<file path="src/rtl/rotate_sequencer.sv">
// Command-driven shift/rotate sequencer: loads a value, applies N single-bit
// steps of the selected mode, then reports the final value with a done pulse.
module rotate_sequencer #(
    parameter int unsigned WIDTH = 4,
    parameter int unsigned AMT_W = 3
) (
    input  logic             clock,
    input  logic             reset,
    input  logic             cmd_valid,
    output logic             cmd_ready,
    input  logic [WIDTH-1:0] cmd_data,
    input  logic [AMT_W-1:0] cmd_amount,
    input  logic [1:0]       cmd_mode,
    output logic             busy,
    output logic             done,
    output logic [WIDTH-1:0] result,
    output logic [WIDTH-1:0] Q
);

    typedef enum logic [1:0] {
        IDLE  = 2'd0,
        SHIFT = 2'd1,
        DONE  = 2'd2
    } state_t;

    localparam logic [1:0] MODE_ROR = 2'b00;
    localparam logic [1:0] MODE_ROL = 2'b01;
    localparam logic [1:0] MODE_ASR = 2'b10;

    state_t           state;
    logic [1:0]       mode;
    logic [AMT_W-1:0] count;
    logic [WIDTH-1:0] q_step_c;

    // One single-bit step of the captured mode applied to the live register.
    always_comb begin
        q_step_c = Q;
        case (mode)
            MODE_ROR: q_step_c = {Q[0], Q[WIDTH-1:1]};
            MODE_ROL: q_step_c = {Q[WIDTH-2:0], Q[WIDTH-1]};
            MODE_ASR: q_step_c = {Q[WIDTH-1], Q[WIDTH-1:1]};
            default:  q_step_c = {1'b0, Q[WIDTH-1:1]};
        endcase
    end

    // Handshake flags are registered alongside the state so they always match it.
    always_ff @(posedge clock) begin
        if (reset) begin
            state     <= IDLE;
            Q         <= '0;
            result    <= '0;
            count     <= '0;
            mode      <= '0;
            done      <= 1'b0;
            cmd_ready <= 1'b1;
            busy      <= 1'b0;
        end else begin
            case (state)
                IDLE: begin
                    done <= 1'b0;
                    if (cmd_valid && cmd_ready) begin
                        Q         <= cmd_data;
                        mode      <= cmd_mode;
                        count     <= cmd_amount;
                        cmd_ready <= 1'b0;
                        busy      <= 1'b1;
                        if (cmd_amount != '0) begin
                            state <= SHIFT;
                        end else begin
                            state  <= DONE;
                            done   <= 1'b1;
                            result <= cmd_data;
                        end
                    end
                end
                SHIFT: begin
                    Q     <= q_step_c;
                    count <= count - AMT_W'(1);
                    if (count == AMT_W'(1)) begin
                        state  <= DONE;
                        done   <= 1'b1;
                        result <= q_step_c;
                    end
                end
                DONE: begin
                    state     <= IDLE;
                    done      <= 1'b0;
                    cmd_ready <= 1'b1;
                    busy      <= 1'b0;
                end
                default: begin
                    state     <= IDLE;
                    done      <= 1'b0;
                    cmd_ready <= 1'b1;
                    busy      <= 1'b0;
                end
            endcase
        end
    end

endmodule

</file>
<file path="config.mk">
export PLATFORM = sky130hd
export DESIGN_NAME = rotate_sequencer
export DESIGN_NICKNAME = d
export VERILOG_FILES = /design/src/rtl/rotate_sequencer.sv
export SDC_FILE = /design/constraint.sdc
export NUM_CORES = 1
export LEC_CHECK = 0
export CAP_MARGIN = 25
export CORE_MARGIN = 4
export CORE_UTILIZATION = 45
export DETAILED_ROUTE_END_ITERATION = 8
export GPL_TIMING_DRIVEN = 0
export PLACE_DENSITY = 0.75
export REMOVE_ABC_BUFFERS = 1
export SKIP_LAST_GASP = 1
export SYNTH_ARGS = -nofsm -noshare
export SYNTH_HDL_FRONTEND = slang
export SYNTH_SLANG_ARGS = --single-unit
</file>
<file path="constraint.sdc">
create_clock -name clock -period 2.41 [get_ports clock]
set_clock_uncertainty 0.15 [all_clocks]
set_input_delay 0.723 -clock clock [delete_from_list [all_inputs] [get_ports clock]]
set_output_delay 0.723 -clock clock [all_outputs]
set_load 0.02 [all_outputs]
</file>
==> impl_metrics.yaml, run 1 <==
detailed_routing:
  antenna_left: 0
  drc: 0
  viasPerCell: 5.83
  drt_iter0_markers: 20
  wire_per_inst_um: 15.7
  dr.pass1.iters: 4
  via_count: 845
  wirelength_um: 2270
timing:
  setup_viol: 0
  hold_ws_ns: 0.326
  slew_violations: 0
  period_share: 0.922
  fmax_mhz: 450
  hold_violations: 0
  worstMarginPinSlew_ns: 0.718
  maxSlewHeadroom: 0.520
  rsz0062_at_grt: "no"
  layout_min_cycle_time_ns: 2.22
synthesis:
  syn_area_um2: 921
  synth_edf_count: 0
  postSynthAreaPerCell_um2: 9.40
  ys_types: 35
  synth_largest_area_cell: "dfxtp_1"
  synth_top_flop_cell: "dfxtp_1"
  ys_ff_latch: 18
  netlist.area_leader.share: 0.391
  synthCells: 98
  synth.area.top_cells: "dfxtp_1 39%, nand2_1 4.1%, a21oi_1 3.8%"
  async_reset_ff_frac: 0
  synth-seq-area-share: 0.391
  yosysWarnings: 0
hold_path:
  hold_class: "reg2reg"
  min_path_cells: 2
cts:
  postCtsHoldBufs: 0
  clk_latency_ns: 0.29
  cts.path.max_buffers: 2
  path_clk_slew_ns: 0.10
  cts_buffers: 3
  clockRootBuffer: "clkbuf_4"
  cts_tree: "yes"
  cts_max_level: 1
  cts.sinks: 18
setup_path:
  cp-start-kind: "input pin"
  critical_path.cell_chain: "clkdlybuf4s50_1, nand4bb_2, o21a_4, o41ai_1"
  cp_max_fo: 10
  crit_cells: 4
  worst-path-buf-inv: 1
  crit_type: "in2reg"
  end_kind: "register"
  reg2reg_slack_ns: 0.61
  reg2regPathDepth: 3
  worst-endpoint-arrival_ns: 2.26
  slowest_delay_ns: 0.53
  path_delay_family: "compound AO/OA/AOI/OAI gates"
  critPathSlowestCell: "clkdlybuf4s50_1"
  worst_ep_required_time_ns: 2.45
die:
  die-height_um: 53.2
  fp.dieArea_mm2: 0.00283
  fp.dieW_um: 53.2
  io_pins: 23
  core_mm2: 0.00196
  num_rows: 16
  start_util: 0.469
final_layout:
  drive_gt1_frac: 0.0932
  area_growth_pct: 25.8
  final_nets: 134
  instances_no_fill: 145
  fillers: 197
  diodes: 0
placed_design:
  port_buffers: 22
  gp_congestion: 0.798
  dp_hpwl_um: 1690
  placed_cells: 142
global_route:
  antenna_found_initial: 0
  grt_max_degree: 15
  grt_pass1_wl_um: 3870
  grt_util_all_layers: 0.186
  grt_pass1_vias: 868
  grt-ovfl-total: 0
power:
  p_leak_nw: 0.424
  ir_worst_vdd_v: 0.000367
  pwr_density_cell_mw_per_mm2: 620
  p_total_w: 0.000718
status:
  run_status: "finished, final reports clean"
flow_run:
  max_cap_viol_count: 0
[cells by family (layout without fill, tap and decap cells)]
family,Yosys count,after routing,share of synthesized area
compound gates,33,33,0.287
simple gates,33,33,0.205
flops,18,18,0.391
buf+inv,11,31,0.0788
fa+ha+maj,2,2,0.0272
mux,1,1,0.0109
[flip-flops by register name, summed over array words and instances (netlist names)]
signal and count:
Q 4, result 4, count 3, mode 2, state 2, busy 1, cmd_ready 1, done 1
[path summary, 6_finish.rpt]
check,start,endpoint
max,cmd_valid,result[0]$_SDFFE_PP0P_
min,busy$_SDFFE_PP0P_,busy$_SDFFE_PP0P_
max reg2reg,state[0]$_SDFFE_PP0P_,Q[3]$_SDFFE_PP0P_
min reg2reg,busy$_SDFFE_PP0P_,busy$_SDFFE_PP0P_
[tightest hold or removal path, cell delays in order, from the launching register on]
cell and delay, ns:
dfxtp_1 0.32, nand2_1 0.06, a21oi_1 0.06
[routing by layer]
| layer | vias up | routed length, um | part of all wire | track usage |
|---|---|---|---|---|
| met3 | 2 | 99 | 0.044 | 0.0282 |
| met1 | 409 | 1040 | 0.46 | 0.243 |
| met2 | 23 | 1120 | 0.49 | 0.296 |
| met4 | 0 | 13 | 0.0057 | 0.0851 |
| li1 | 411 | - | - | - |
| met5 | - | 0 | 0 | 0 |
[Yosys cell counts, drive strengths merged (3+ instances only)]
library cell and instances:
inv 5, o2111ai 4, nand2b 3, a211oi 3, a21oi 7, nand2 10
and3b 3, nor2 7, dfxtp 18, buf 3, o32ai 4, o41ai 4
[power breakdown]
part | total [W] | internal [W] | leakage (nW) | switching [W]
clock | 0.000154 | 0.0000582 | 0.0138 | 0.0000961
sequential | 0.000355 | 0.000327 | 0.148 | 0.0000280
combinational | 0.000209 | 0.0000980 | 0.262 | 0.000111
total | 0.000718 | 0.000483 | 0.424 | 0.000235
[cell type report]
cell class                      instances  area, um^2  area share
Sequential cell                        18         360       0.311
Clock buffer                            3        22.5      0.0194
Multi-Input combinational cell         69         493       0.425
Inverter                                6        26.3      0.0227
Timing Repair Buffer                   22         223       0.192
Tap cell                               27        33.8      0.0292
[layout by cell type, fill, tap and decap left out, drive strengths merged, types with 4 or more instances in the layout]
cell type      instances
nand2                 10
o2111ai                4
o32ai                  4
a21oi                  7
nor2                   7
dfxtp                 18
inv                    5
clkdlybuf4s50         21
o41ai                  4
[stage by stage]
step / TNS (ns) / setup slack [ns] / instance area [um^2] / util
after floorplan: 0 / 0.523 / 871 / -
final: 0 / 0.188 / 1160 / 0.591
after CTS: 0 / 0.0424 / 1150 / 0.585
after global placement: -1.67 / -0.238 / 1120 / 0.573
after global routing: 0 / 0.109 / 1160 / 0.591
after detailed placement: -1.76 / -0.260 / 1120 / 0.573
[what timing repair did]
item / in CTS / in global routing
resized for setup: 0 / 3
setup buffers: 0 / 0
endpoints found under the setup margin: 0 / 7
Power figures use the tool's default switching activity.
==> inputs of run 2 (changes only) <==
--- a/config.mk
+++ b/config.mk
@@ -7,10 +7,10 @@
 export LEC_CHECK = 0
 export CAP_MARGIN = 25
 export CORE_MARGIN = 4
-export CORE_UTILIZATION = 45
+export CORE_UTILIZATION = 42
 export DETAILED_ROUTE_END_ITERATION = 8
 export GPL_TIMING_DRIVEN = 0
-export PLACE_DENSITY = 0.75
+export PLACE_DENSITY = 0.71
 export REMOVE_ABC_BUFFERS = 1
 export SKIP_LAST_GASP = 1
 export SYNTH_ARGS = -nofsm -noshare
==> run 2 against run 1 <==
Clock power is 5% lower. Non-clock buffer count stayed put. Critical path type unchanged. Highest routed layer unchanged. Via count is 0.24% lower.
==> impl_metrics.yaml, run 2 (synthesis gave the netlist of run 1 again) <==
hold_path:
  min_from: "busy$_SDFFE_PP0P_"
  hold_class: "reg2reg"
  min_path_cells: 2
  hold_end: "busy$_SDFFE_PP0P_"
final_layout:
  final_nets: 134
  area_growth_pct: 25.5
  drive_gt1_frac: 0.0932
  top_regs: "Q x4, result x4, count x3"
  fin_area_mm2: 0.00116
  diodes: 0
  final_common_cell: "clkdlybuf4s50_1"
  fillers: 197
  mostFrequentLayoutCells: "22 x clkdlybuf4s50_1, 18 x dfxtp_1, 10 x nand2_1"
timing:
  hold_violations: 0
  layout_min_cycle_time_ns: 2.29
  slew_violations: 0
  rsz0062_at_grt: "no"
  hold_ws_ns: 0.324
  worstMarginPinSlew_ns: 0.731
  setup_viol: 0
  period_share: 0.949
  fmax_mhz: 437
  maxSlewHeadroom: 0.511
placed_design:
  dp_hpwl_um: 1590
  port_buffers: 22
  placed_area_mm2: 0.00112
  gp_congestion: 0.821
die:
  io_pins: 23
  die-height_um: 54.8
  fp.dieArea_mm2: 0.00301
  core_mm2: 0.00202
  fp.dieW_um: 54.8
  num_rows: 16
  start_util: 0.455
detailed_routing:
  antenna_left: 0
  wire_per_inst_um: 14.9
  wirelength_um: 2160
  dr.pass1.iters: 4
  viasPerCell: 5.81
  via_count: 843
  drc: 0
  drt_iter0_markers: 23
global_route:
  grt_pass1_vias: 810
  grt_util_all_layers: 0.162
  grt_pass1_wl_um: 3510
  grt-ovfl-total: 0
  antenna_found_initial: 0
  grt_max_degree: 15
setup_path:
  cp_max_fo: 14
  cp-start-kind: "input pin"
  crit_type: "in2reg"
  end_kind: "register"
  worstSetupStartpoint: "reset"
  r2r-start: "state[0]$_SDFFE_PP0P_"
  reg2regPathDepth: 3
  r2r_end: "Q[3]$_SDFFE_PP0P_"
  worst-endpoint-arrival_ns: 2.31
  reg2reg_slack_ns: 0.59
  worst_ep_required_time_ns: 2.43
cts:
  clk_latency_ns: 0.29
  cts.path.max_buffers: 2
  clockRootBuffer: "clkbuf_4"
  cts_max_level: 1
  cts.sinks: 18
  cts_tree: "yes"
  cts_buffers: 3
  postCtsHoldBufs: 0
  path_clk_slew_ns: 0.10
power:
  p_leak_nw: 0.415
  p_total_w: 0.000708
  ir_worst_vdd_v: 0.000280
  pwr_density_cell_mw_per_mm2: 612
status:
  run_status: "finished, final reports clean"
flow_run:
  max_cap_viol_count: 0
==> run 2: worst max-delay path by stage <==
| stage | to | slack [ns] | depth (start not counted) |
|---|---|---|---|
| floorplan | result[0]$_SDFFE_PP0P_ | 0.52 | 3 |
| global placement | result[0]$_SDFFE_PP0P_ | -0.25 | 4 |
| detailed placement | result[2]$_SDFFE_PP0P_ | -0.27 | 4 |
| CTS | result[2]$_SDFFE_PP0P_ | 0.008 | 4 |
| global route | Q[0]$_SDFFE_PP0P_ | 0.008 | 4 |
| finish | Q[0]$_SDFFE_PP0P_ | 0.12 | 4 |
==> run 2: timing repair <==
action,CTS,global route
setup endpoints to repair,0,6
setup buffers,0,0
resized for setup,0,2
==> run 2: metrics by stage <==
step                      worst slack [ns]  std cells  setup TNS (ns)   util
after global routing               0.00813        145               0  0.572
after detailed placement            -0.269        142           -1.66  0.556
final                                0.124        145               0  0.572
after floorplan                      0.523         93               0      -
after global placement              -0.254        142           -1.61  0.556
after CTS                          0.00832        145               0  0.567
==> run 2: critical path, cell delays in order <==
cell	delay (ns)
clkdlybuf4s50_1	0.83
clkinvlp_4	0.37
nand3_1	0.25
o32ai_1	0.12
==> run 2: power by group <==
| part | internal, W | switching, W | leakage [nW] |
|---|---|---|---|
| combinational | 0.0000983 | 0.000110 | 0.253 |
| clock | 0.0000581 | 0.0000875 | 0.0138 |
| sequential | 0.000327 | 0.0000271 | 0.148 |
==> run 2: area by class of cell <==
| type | instances | area [um^2] | area share |
|---|---|---|---|
| multi-input cells | 69 | 493 | 0.426 |
| flip-flops and latches | 18 | 360 | 0.312 |
| repair buffers | 22 | 220 | 0.190 |
| well taps | 27 | 33.8 | 0.0292 |
| inverters | 6 | 26.3 | 0.0227 |
| clock buffers | 3 | 22.5 | 0.0195 |
==> run 2: layer usage <==
layer | track usage | share of wire
met2 | 0.246 | 0.45
met4 | 0.0830 | 0.016
met5 | 0 | 0
met1 | 0.218 | 0.49
met3 | 0.0272 | 0.047
